### src/rtl/exe_result_pkg.sv
// Shared types and defaults for the execute-result stage: FSM states, widths,
// the r0 constant and the buffered entry record.
package exe_result_pkg;

  localparam int DATA_WIDTH_DEF     = 32;
  localparam int REG_ADDR_WIDTH_DEF = 5;

  localparam logic [REG_ADDR_WIDTH_DEF-1:0] REG_R0 = '0;

  typedef enum logic [1:0] {
    ST_EMPTY = 2'd0,
    ST_ONE   = 2'd1,
    ST_TWO   = 2'd2
  } state_e;

  typedef struct packed {
    logic [DATA_WIDTH_DEF-1:0]     result;
    logic [REG_ADDR_WIDTH_DEF-1:0] destReg;
    logic                          writeEnable;
  } entry_t;

  // r0 is hard-zero, so a write to it is squashed at capture time.
  function automatic entry_t makeEntry(input logic [DATA_WIDTH_DEF-1:0]     result,
                                       input logic [REG_ADDR_WIDTH_DEF-1:0] destReg,
                                       input logic                          writeEnable);
    entry_t e;
    e.result      = result;
    e.destReg     = destReg;
    e.writeEnable = writeEnable & (destReg != REG_R0);
    return e;
  endfunction

endpackage

### src/rtl/exe_fwd_match.sv
// Operand-forwarding match for one read port: r0 never hits and the younger
// SKID entry takes priority over MAIN.
module exe_fwd_match
  import exe_result_pkg::*;
#(
  parameter int DATA_WIDTH     = DATA_WIDTH_DEF,
  parameter int REG_ADDR_WIDTH = REG_ADDR_WIDTH_DEF
) (
  input  logic [REG_ADDR_WIDTH-1:0] fwdAddr,
  input  logic                      mainValid,
  input  logic                      mainWriteEnable,
  input  logic [REG_ADDR_WIDTH-1:0] mainDestReg,
  input  logic [DATA_WIDTH-1:0]     mainResult,
  input  logic                      skidValid,
  input  logic                      skidWriteEnable,
  input  logic [REG_ADDR_WIDTH-1:0] skidDestReg,
  input  logic [DATA_WIDTH-1:0]     skidResult,
  output logic                      fwdHit,
  output logic [DATA_WIDTH-1:0]     fwdData
);

  logic addrLive;
  logic mainHit;
  logic skidHit;

  assign addrLive = (fwdAddr != '0);
  assign mainHit  = addrLive & mainValid & mainWriteEnable & (mainDestReg == fwdAddr);
  assign skidHit  = addrLive & skidValid & skidWriteEnable & (skidDestReg == fwdAddr);

  always_comb begin
    fwdHit  = mainHit | skidHit;
    fwdData = '0;
    if (skidHit) begin
      fwdData = skidResult;
    end else if (mainHit) begin
      fwdData = mainResult;
    end
  end

endmodule

### src/rtl/exe_result_stage.sv
// Execute-to-writeback result buffer with operand forwarding for two ports.
// EXE_RESULT_SKID_EN selects the 2-entry skid with registered inReady.
module exe_result_stage
  import exe_result_pkg::*;
#(
  parameter int DATA_WIDTH     = DATA_WIDTH_DEF,
  parameter int REG_ADDR_WIDTH = REG_ADDR_WIDTH_DEF
) (
  input  logic                      clock,
  input  logic                      nReset,
  input  logic                      flush,
  input  logic                      inValid,
  output logic                      inReady,
  input  logic [DATA_WIDTH-1:0]     inResult,
  input  logic [REG_ADDR_WIDTH-1:0] inDestReg,
  input  logic                      inWriteEnable,
  output logic                      outValid,
  input  logic                      outReady,
  output logic [DATA_WIDTH-1:0]     outResult,
  output logic [REG_ADDR_WIDTH-1:0] outDestReg,
  output logic                      outWriteEnable,
  input  logic [REG_ADDR_WIDTH-1:0] fwdAddrA,
  output logic                      fwdHitA,
  output logic [DATA_WIDTH-1:0]     fwdDataA,
  input  logic [REG_ADDR_WIDTH-1:0] fwdAddrB,
  output logic                      fwdHitB,
  output logic [DATA_WIDTH-1:0]     fwdDataB
);

  state_e state_q, state_d;
  entry_t main_q, main_d;
  entry_t inEntry;
  entry_t skidView;
  logic   push, pop, mainValid, skidValid;

  assign inEntry   = makeEntry(inResult, inDestReg, inWriteEnable);
  assign mainValid = (state_q != ST_EMPTY);
  assign push      = inValid & inReady;
  assign pop       = mainValid & outReady;

  assign outValid       = mainValid;
  assign outResult      = main_q.result;
  assign outDestReg     = main_q.destReg;
  assign outWriteEnable = main_q.writeEnable;

`ifdef EXE_RESULT_SKID_EN
  entry_t skid_q, skid_d;
  logic   inReady_q, inReady_d;

  assign skidValid = (state_q == ST_TWO);
  assign skidView  = skid_q;
  assign inReady   = inReady_q;
`else
  // Without the skid, ready depends on the downstream handshake directly.
  assign skidValid = 1'b0;
  assign skidView  = '0;
  assign inReady   = ~mainValid | outReady;
`endif

  always_comb begin
    state_d = state_q;
    main_d  = main_q;
`ifdef EXE_RESULT_SKID_EN
    skid_d  = skid_q;
`endif
    if (flush) begin
      state_d            = ST_EMPTY;
      main_d.writeEnable = 1'b0;
`ifdef EXE_RESULT_SKID_EN
      skid_d.writeEnable = 1'b0;
`endif
    end else begin
      case (state_q)
        ST_EMPTY: begin
          if (push) begin
            main_d  = inEntry;
            state_d = ST_ONE;
          end
        end
        ST_ONE: begin
`ifdef EXE_RESULT_SKID_EN
          if (push && pop) begin
            main_d = inEntry;
          end else if (push) begin
            skid_d  = inEntry;
            state_d = ST_TWO;
          end else if (pop) begin
            state_d = ST_EMPTY;
          end
`else
          if (push) begin
            main_d = inEntry;
          end else if (pop) begin
            state_d = ST_EMPTY;
          end
`endif
        end
`ifdef EXE_RESULT_SKID_EN
        ST_TWO: begin
          if (pop) begin
            main_d  = skid_q;
            state_d = ST_ONE;
          end
        end
`endif
        default: state_d = ST_EMPTY;
      endcase
    end
`ifdef EXE_RESULT_SKID_EN
    inReady_d = (state_d != ST_TWO);
`endif
  end

  always_ff @(posedge clock or negedge nReset) begin
    if (!nReset) begin
      state_q   <= ST_EMPTY;
      main_q    <= '0;
`ifdef EXE_RESULT_SKID_EN
      skid_q    <= '0;
      inReady_q <= 1'b1;
`endif
    end else begin
      state_q   <= state_d;
      main_q    <= main_d;
`ifdef EXE_RESULT_SKID_EN
      skid_q    <= skid_d;
      inReady_q <= inReady_d;
`endif
    end
  end

  exe_fwd_match #(.DATA_WIDTH(DATA_WIDTH), .REG_ADDR_WIDTH(REG_ADDR_WIDTH)) uFwdA (
    .fwdAddr         (fwdAddrA),
    .mainValid       (mainValid),
    .mainWriteEnable (main_q.writeEnable),
    .mainDestReg     (main_q.destReg),
    .mainResult      (main_q.result),
    .skidValid       (skidValid),
    .skidWriteEnable (skidView.writeEnable),
    .skidDestReg     (skidView.destReg),
    .skidResult      (skidView.result),
    .fwdHit          (fwdHitA),
    .fwdData         (fwdDataA)
  );

  exe_fwd_match #(.DATA_WIDTH(DATA_WIDTH), .REG_ADDR_WIDTH(REG_ADDR_WIDTH)) uFwdB (
    .fwdAddr         (fwdAddrB),
    .mainValid       (mainValid),
    .mainWriteEnable (main_q.writeEnable),
    .mainDestReg     (main_q.destReg),
    .mainResult      (main_q.result),
    .skidValid       (skidValid),
    .skidWriteEnable (skidView.writeEnable),
    .skidDestReg     (skidView.destReg),
    .skidResult      (skidView.result),
    .fwdHit          (fwdHitB),
    .fwdData         (fwdDataB)
  );

endmodule

### config.mk
export PLATFORM = sky130hd
export DESIGN_NAME = exe_result_stage
export DESIGN_NICKNAME = d
export VERILOG_FILES = /design/src/rtl/exe_result_pkg.sv /design/src/rtl/exe_fwd_match.sv /design/src/rtl/exe_result_stage.sv
export SDC_FILE = /design/constraint.sdc
export NUM_CORES = 1
export LEC_CHECK = 0
export ABC_AREA = 1
export CORE_MARGIN = 5
export CORE_UTILIZATION = 34
export DETAILED_ROUTE_END_ITERATION = 16
export PLACE_DENSITY = 0.81
export SLEW_MARGIN = 15
export SYNTH_ARGS = -nofsm -noshare
export SYNTH_HDL_FRONTEND = slang
export SYNTH_SLANG_ARGS = --single-unit
### constraint.sdc
create_clock -name clock -period 1.83 [get_ports clock]
set_input_delay 0.4575 -clock clock [delete_from_list [all_inputs] [get_ports clock]]
set_output_delay 0.4575 -clock clock [all_outputs]
set_load 0.01 [all_outputs]
Word-level counts from Yosys, hierarchy flattened
Cells that the tools add are included.

Register bits: 40. Bits of input ports: 53. Output and inout port bits: 106.

Reduce and logical (&&, ||, !) cells: 11. Bitwise operators: 12. Eq/ne operators: 6. Muxes and demuxes: 10.

Operators by type and width (number): $mux 32 (2); $reduce_bool 5->1 (3); $eq 5x5->1 (2); $and 1x1->1 (9); $ne 3x3->1 const B (3); $mux 2 (4); $reduce_and 3->1 (2); $reduce_bool 2->1 (3); $pmux 2 s2 (1); $mux 1 (3); $eq 2x1->1 const B (1); $logic_not 2->1 (1); $not 1->1 (2); $reduce_and 2->1 (1); $reduce_or 2->1 (1); $or 1x1->1 (1).

Depth between registers and ports, before layout
Gate-level depths: netlist of the first run.

Depth in word-level cells: 7. Depth in mapped cells: 8. Mapped depth without buffers: 7.

Modules after synthesis
A second synthesis of the first run with hierarchy kept.

Cell total of the unflattened synthesis: 529. Area total of the unflattened synthesis: 4119.0 um^2.

Modules (own cells, without submodules): exe_fwd_match (cells an instance 178, area each 1203.7 um^2, times used 2); exe_result_stage (cells an instance 173, area each 1711.6 um^2, times used 1).

Least setup slack after synthesis of the first run
OpenSTA, ideal clock, no wires.

Path kind: flip-flop to output port. Start point: register main_q, in the netlist outDestReg[3]. End point: output fwdDataB[10]. Path buffers: 1. Cell stages (with the launch flop): 7. Required time: 1.372 ns. Setup slack: 0.165 ns. Data arrival time: 1.208 ns. Cell sequence: dfrtp_1 > inv_2 > nor2_1 > nor3_2 > nand3_2 > buf_6 > nor2_1.

Longest elaborated chain between the ends: 3.

RTL lines: start, declared (line exe_result_stage.sv:31) `entry_t main_q, main_d;`; start signal, assigned (line exe_result_stage.sv:124) `main_q <= main_d;`; $eq 5x5->1 (line exe_fwd_match.sv:27) `assign mainHit = addrLive & mainValid & mainWriteEnable & (mainDestReg == fwdAddr);`; $and 1x1->1 (line exe_fwd_match.sv:27); $mux 32 (line exe_fwd_match.sv:35) `end else if (mainHit) begin`; end, declared (line exe_result_stage.sv:27) `output logic [DATA_WIDTH-1:0] fwdDataB`.

Every way passes these cells.

Worst setup path after layout of the first run
Start point: input fwdAddrA[2]. End point: output fwdDataA[9].

Longest elaborated chain between the ends: 5. Elaborated cells between the ends (all ways): 6. Classes of those cells: eq/ne: 1; mux: 1; bitwise: 3; reduce/logical: 1.

RTL lines: start, declared (line exe_result_stage.sv:22) `input logic [REG_ADDR_WIDTH-1:0] fwdAddrA,`; $reduce_bool 5->1 (line exe_fwd_match.sv:26) `assign addrLive = (fwdAddr != '0);`; $and 1x1->1 (2 in a row) (line exe_fwd_match.sv:27); $and 1x1->1 (*) (line exe_fwd_match.sv:27); $mux 32 (*) (line exe_fwd_match.sv:35); end, declared (line exe_result_stage.sv:24) `output logic [DATA_WIDTH-1:0] fwdDataA,`.

Mark *: on every way between the ends. The rest lies on a longest branch, timed or not.

==> results of run 1 <==
==> where the power goes <==
part | switching (mW) | internal [mW] | total [mW]
clock network | 0.282 | 0.267 | 0.550
registers | 0.0790 | 0.988 | 1.07
logic | 0.480 | 0.505 | 0.985
==> cell families after synthesis <==
logic type,count (synthesis),synth area share [%]
flip-flops,39,45.3
XOR/XNOR,3,1.22
buffers and inverters,63,13.9
AO/OA/AOI/OAI,40,9.52
AND/OR/NAND/NOR,142,30.1
==> cell type report <==
type                       count  area share (%)
timing repair buffer         204            45.2
multi-input combinational    185            25.2
sequential                    39            21.5
inverter                      49            4.16
tap                           77            2.12
clock buffer                   7            1.68
clock inverter                 1           0.110
==> per-stage QoR <==
step | std cells | power [mW] | worst slack [ns]
2_1_floorplan | 287 | 1.38 | 0.165
3_3_place_gp | 525 | 1.88 | -0.850
3_5_place_dp | 525 | 1.90 | -0.900
4_1_cts | 556 | 2.55 | -0.473
5_1_grt | 562 | 2.76 | -0.559
6_report | 562 | 2.60 | -0.472
==> worst register-to-register path: cells and delay by family (launching register included) <==
family                 cells  cell delay [ns]
AO/OA/AOI/OAI              1             0.12
buffers and inverters     11             1.09
flip-flops                 1             0.43
==> what timing repair did <==
item / CTS / global route
gates resized for setup: 344 / 83
setup buffers: 21 / 10
gates cloned: 3 / 1
pin swaps: 8 / 13
setup endpoints to repair: 69 / 67
==> layout by cell type (no fill, tap or decap), types with 2 or more instances in the layout <==
| cell | instances |
|---|---|
| buf_12 | 10 |
| buf_16 | 2 |
| buf_2 | 31 |
| buf_4 | 17 |
| buf_6 | 53 |
| buf_8 | 2 |
| clkbuf_1 | 2 |
| clkbuf_8 | 5 |
| clkdlybuf4s50_1 | 76 |
| dfrtp_1 | 38 |
| dlygate4sd2_1 | 12 |
| inv_1 | 42 |
| inv_2 | 6 |
| nand2_1 | 57 |
| nand2_2 | 3 |
| nand3_4 | 2 |
| nor2_1 | 17 |
| nor2_2 | 23 |
| nor2_4 | 35 |
| o21ai_0 | 35 |
| xor2_1 | 2 |
==> synthesized netlist by cell type, drive strengths merged <==
master / n / area, um^2
nand3: 3 / 25.0
o21ai: 37 / 185
nor2: 75 / 364
nand2: 60 / 228
clkbuf: 1 / 3.75
dfrtp: 39 / 976
o22ai: 1 / 6.26
nor3: 3 / 25.0
xnor2: 1 / 8.76
a21oi: 2 / 13.8
xor2: 2 / 17.5
buf: 13 / 113
and2: 1 / 6.26
inv: 49 / 184
==> worst paths after layout <==
| kind | end | slack, ns | depth (start not counted) |
|---|---|---|---|
| setup / recovery | fwdDataA[9] | -0.47 | 11 |
| hold / removal | outResult[16]$_DFFE_PN0P_ | 0.11 | 1 |
| setup reg to reg | outDestReg[1]$_DFFE_PN0P_ | 0.11 | 12 |
| hold reg to reg | outResult[24]$_DFFE_PN0P_ | 0.60 | 2 |
| max in group asynchronous | outResult[0]$_DFFE_PN0P_ | 1.25 | 2 |
| min in group clock | outResult[24]$_DFFE_PN0P_ | 0.60 | 2 |
==> flip-flops by register name (all words and copies together) (netlist names) <==
register / flops
outResult: 32
outDestReg: 5
outWriteEnable: 1
state_q: 1
==> metal layers <==
| metal | track usage, % | vias to the layer above | part of all wire (%) |
|---|---|---|---|
| li1 | - | 1246 | - |
| met1 | 23.3 | 1190 | 36 |
| met2 | 35.3 | 115 | 52 |
| met3 | 4.29 | 20 | 8.9 |
| met4 | 6.36 | 0 | 2.5 |
| met5 | 0 | - | 0 |
==> results.toml, run 1 <==
[timing]
fin_worst_hold_slack_ns = 0.111
period_needed_ns = 2.30
rsz0062_at_grt = "true"
fin_skew_ns = 0.00428
setup_tns_ns = -25.57
worstMarginPinSlew_ns = 0.437
max_slew_margin_pct = 70.9
finalSetupViolations = 66
fmax_ghz = 0.434
fin_ws_ns = -0.472
finalHoldViolCount = 0
min_period_over_period_pct = 126
drv_slew = 0

[die]
io_pins = 159
initial_utilization_pct = 34.5
coreArea_mm2 = 0.00624
die_h_um = 89.6
placementRows = 29
die-width_um = 89.6
die-area_mm2 = 0.00803

[setup_path]
slowest_delay_ns = 0.25
regToRegStartpoint = "outDestReg[1]$_DFFE_PN0P_"
required_ns = 1.37
cp-end-kind = "output pin"
worstPathCellList = "dlygate4sd2_1, inv_1, nand2_1, nand2_1, nor3_2, nand3_4, buf_12, buf_12, buf_6, nor2_2, buf_2"
crit_start = "fwdAddrA[2]"
worst-path-buf-inv = 6
arrival_ns = 1.84
path_max_fanout = 8
cp_slowest_cell = "nor3_2"
start_kind = "input port"
criticalPathCategory = "input port to output pin"
cpLargestDelayFamily = "buffers and inverters"

[clock_tree]
clkTransAtPathRegs_ns = 0.07
cts_tree = "done"
numCtsBuffers = 5
htree_levels = 2
hold_buffers = 0
clock_latency_ns = 0.28
clk_path_buf_depth = 2
cts_sinks = 39
cts_root_buffer = "clkbuf_8"

[detailed_routing]
drt_wl_total_um = 8440
final_antenna_net_count = 0
drt_iter0_drc = 72
vias = 2571
drc = 0
drt-vias-per-instance = 4.57
drt_pass1_iterations = 4
wl_per_cell_um = 15.0

[placement]
io_buffers = 158
dpl_cell_area_mm2 = 0.00391
gp_congestion = 0.864
dp_hpwl_um = 5760

[status]
violations = "setup timing"
outcome = "complete, but fails checks"

[job]
drv_cap = 0

[cells_and_area]
utilization_pct = 72.9
postLayoutCellArea_mm2 = 0.00455
drive_gt1_share_pct = 40.6
syn_to_final_growth_pct = 111
num_antenna_cells = 0
finalNetCount = 537
seq_area_um2 = 977
fillers = 486
multi_input_area_mm2 = 0.00115

[global_routing]
antenna_found_initial = 0
grt_max_degree = 33
grt_pass1_vias = 2468
grt_pass1_wl_um = 12200
grt.total_usage_pct = 19.7
grt-ovfl-total = 0

[yosys]
avgSynthCellArea_um2 = 7.51
ys_warn_count = 0
synth_area_mm2 = 0.00216
yosysUniqueCellTypes = 24
synth_cells = 287
ys_ff_latch = 39
syn-num-nets = 340
ys_seq_area_share_pct = 45.3

[pwr]
cellLeakagePower_nw = 2.14
power_per_cell_area_mw_per_mm2 = 572
vdd.ir_drop.worst_mv = 0.297

[worst_hold_path]
min_path_type = "input port to async pin"
Note: power is estimated with default switching activity, not from simulation.
==> run 2, diff against run 1 <==
- CAP_MARGIN: default -> 20
- SKIP_CTS_REPAIR_TIMING: default -> 1
==> results.toml, run 2 (same netlist as run 1, synthesis figures left out) <==
[setup_path]
ff2ff_setup_slack_ns = 0.30
cpMostUsedCell = "nand2_1"
worstPathCellList = "inv_2, nand2_1, nand2_1, nor3_2, nand3_2, buf_6, clkbuf_16, nor2_2, buf_2"
crit_start = "outDestReg[4]$_DFFE_PN0P_"
start_kind = "flop"
reg2reg_to = "outWriteEnable$_DFFE_PN0P_"
cp_slowest_cell = "dfrtp_1"
arrival_ns = 1.74
regToRegStartpoint = "state_q[0]$_DFFE_PN0P_"
criticalPathCategory = "flop to output pin"
reg2reg_depth = 9
cp-end-kind = "output pin"
slowest_delay_ns = 0.40
required_ns = 1.37
path_max_fanout = 8

[cells_and_area]
syn_to_final_growth_pct = 93.0
largest_reg_flops = 32
utilization_pct = 66.7
mostFrequentLayoutCells = "75 x clkdlybuf4s50_1, 58 x nand2_1, 43 x inv_1, 37 x dfrtp_1, 36 x o21ai_0"
num_antenna_cells = 0
finalNetCount = 520
fillers = 543
seq_area_um2 = 978
final_common_cell = "clkdlybuf4s50_1"
postLayoutCellArea_mm2 = 0.00416
multi_input_area_mm2 = 0.00104
drive_gt1_share_pct = 34.8

[pwr]
cellLeakagePower_nw = 2.15
fin_total_pwr_mw = 2.49
vdd.ir_drop.worst_mv = 0.293
power_per_cell_area_mw_per_mm2 = 597

[placement]
dp_hpwl_um = 5760
io_buffers = 158
gp_congestion = 0.864
dpl_cell_area_mm2 = 0.00391

[detailed_routing]
final_antenna_net_count = 0
drt_wl_total_um = 7580
drt_iter0_drc = 57
drt_pass1_iterations = 4
drt-vias-per-instance = 4.49
wl_per_cell_um = 13.9
vias = 2449
drc = 0

[worst_hold_path]
min_path_type = "input port to async pin"

[die]
coreArea_mm2 = 0.00624
initial_utilization_pct = 34.5
io_pins = 159
placementRows = 29
die-width_um = 89.6
die-area_mm2 = 0.00803
die_h_um = 89.6

[timing]
fin_worst_hold_slack_ns = 0.106
drv_slew = 0
fin_ws_ns = -0.372
max_slew_margin_pct = 71.3
rsz0062_at_grt = "true"
min_period_over_period_pct = 120
period_needed_ns = 2.20
setup_tns_ns = -17.90
worstMarginPinSlew_ns = 0.430
fin_skew_ns = 0.00419
finalHoldViolCount = 0
fmax_ghz = 0.454
finalSetupViolations = 66

[global_routing]
grt.total_usage_pct = 17.1
grt_pass1_vias = 2229
grt_max_degree = 33
antenna_found_initial = 0
grt_pass1_wl_um = 10700
grt-ovfl-total = 0

[clock_tree]
clk_path_buf_depth = 2
clock_latency_ns = 0.28
numCtsBuffers = 5
clkTransAtPathRegs_ns = 0.07
cts_tree = "done"
cts_sinks = 39
cts_root_buffer = "clkbuf_8"
htree_levels = 2

[job]
drv_cap = 0

[status]
outcome = "complete, but fails checks"
violations = "setup timing"
-- run 2: cell count changes in the layout (fill, tap and decap cells not counted), sizes merged --
cell,previous run,this run
dlygate4sd2,12,0
inv,48,49
buf,115,68
dlymetal6s2s,0,18
clkbuf,8,33
clkinv,2,1
clkdlybuf4s50,76,75
-- run 2: final cells by class --
type / instances / area share [%]
Multi-Input combinational cell: 185 / 25.0
Sequential cell: 39 / 23.5
Tap cell: 77 / 2.32
Clock buffer: 7 / 1.83
Clock inverter: 1 / 0.120
Inverter: 49 / 4.42
Timing Repair Buffer: 187 / 42.8
-- run 2: how the worst max path moves through the flow --
stage,cells after the start,endpoint
6_report,9,fwdDataB[8]
5_1_grt,10,fwdDataB[1]
4_1_cts,8,fwdDataB[13]
3_5_place_dp,8,fwdDataB[13]
3_3_place_gp,9,fwdDataA[12]
2_1_floorplan,6,fwdDataB[10]
-- run 2: report_power, final --
group / internal [mW] / leakage (nW) / total [mW] / switching, mW
clock: 0.268 / 0.0422 / 0.550 / 0.282
sequential: 0.989 / 0.478 / 1.07 / 0.0792
combinational: 0.446 / 1.63 / 0.868 / 0.423
-- run 2: metrics by stage --
stage	worst slack, ns	cells
final	-0.372	545
after global routing	-0.453	545
after CTS	-0.902	533
after detailed placement	-0.900	525
after global placement	-0.850	525
after floorplan	0.165	287
-- run 2: per-layer routing --
| layer | GRT usage (%) | routed length [um] |
|---|---|---|
| met5 | 0 | 0 |
| met4 | 4.47 | 138 |
| met3 | 5.11 | 711 |
| met2 | 30.1 | 3910 |
| met1 | 20.2 | 2820 |
-- run 2: critical path, delay by kind of cell (launching register included) --
kind                   cells  cell delay (ns)
buffers and inverters      4             0.52
and+or+nand+nor            5             0.53
DFF                        1             0.40
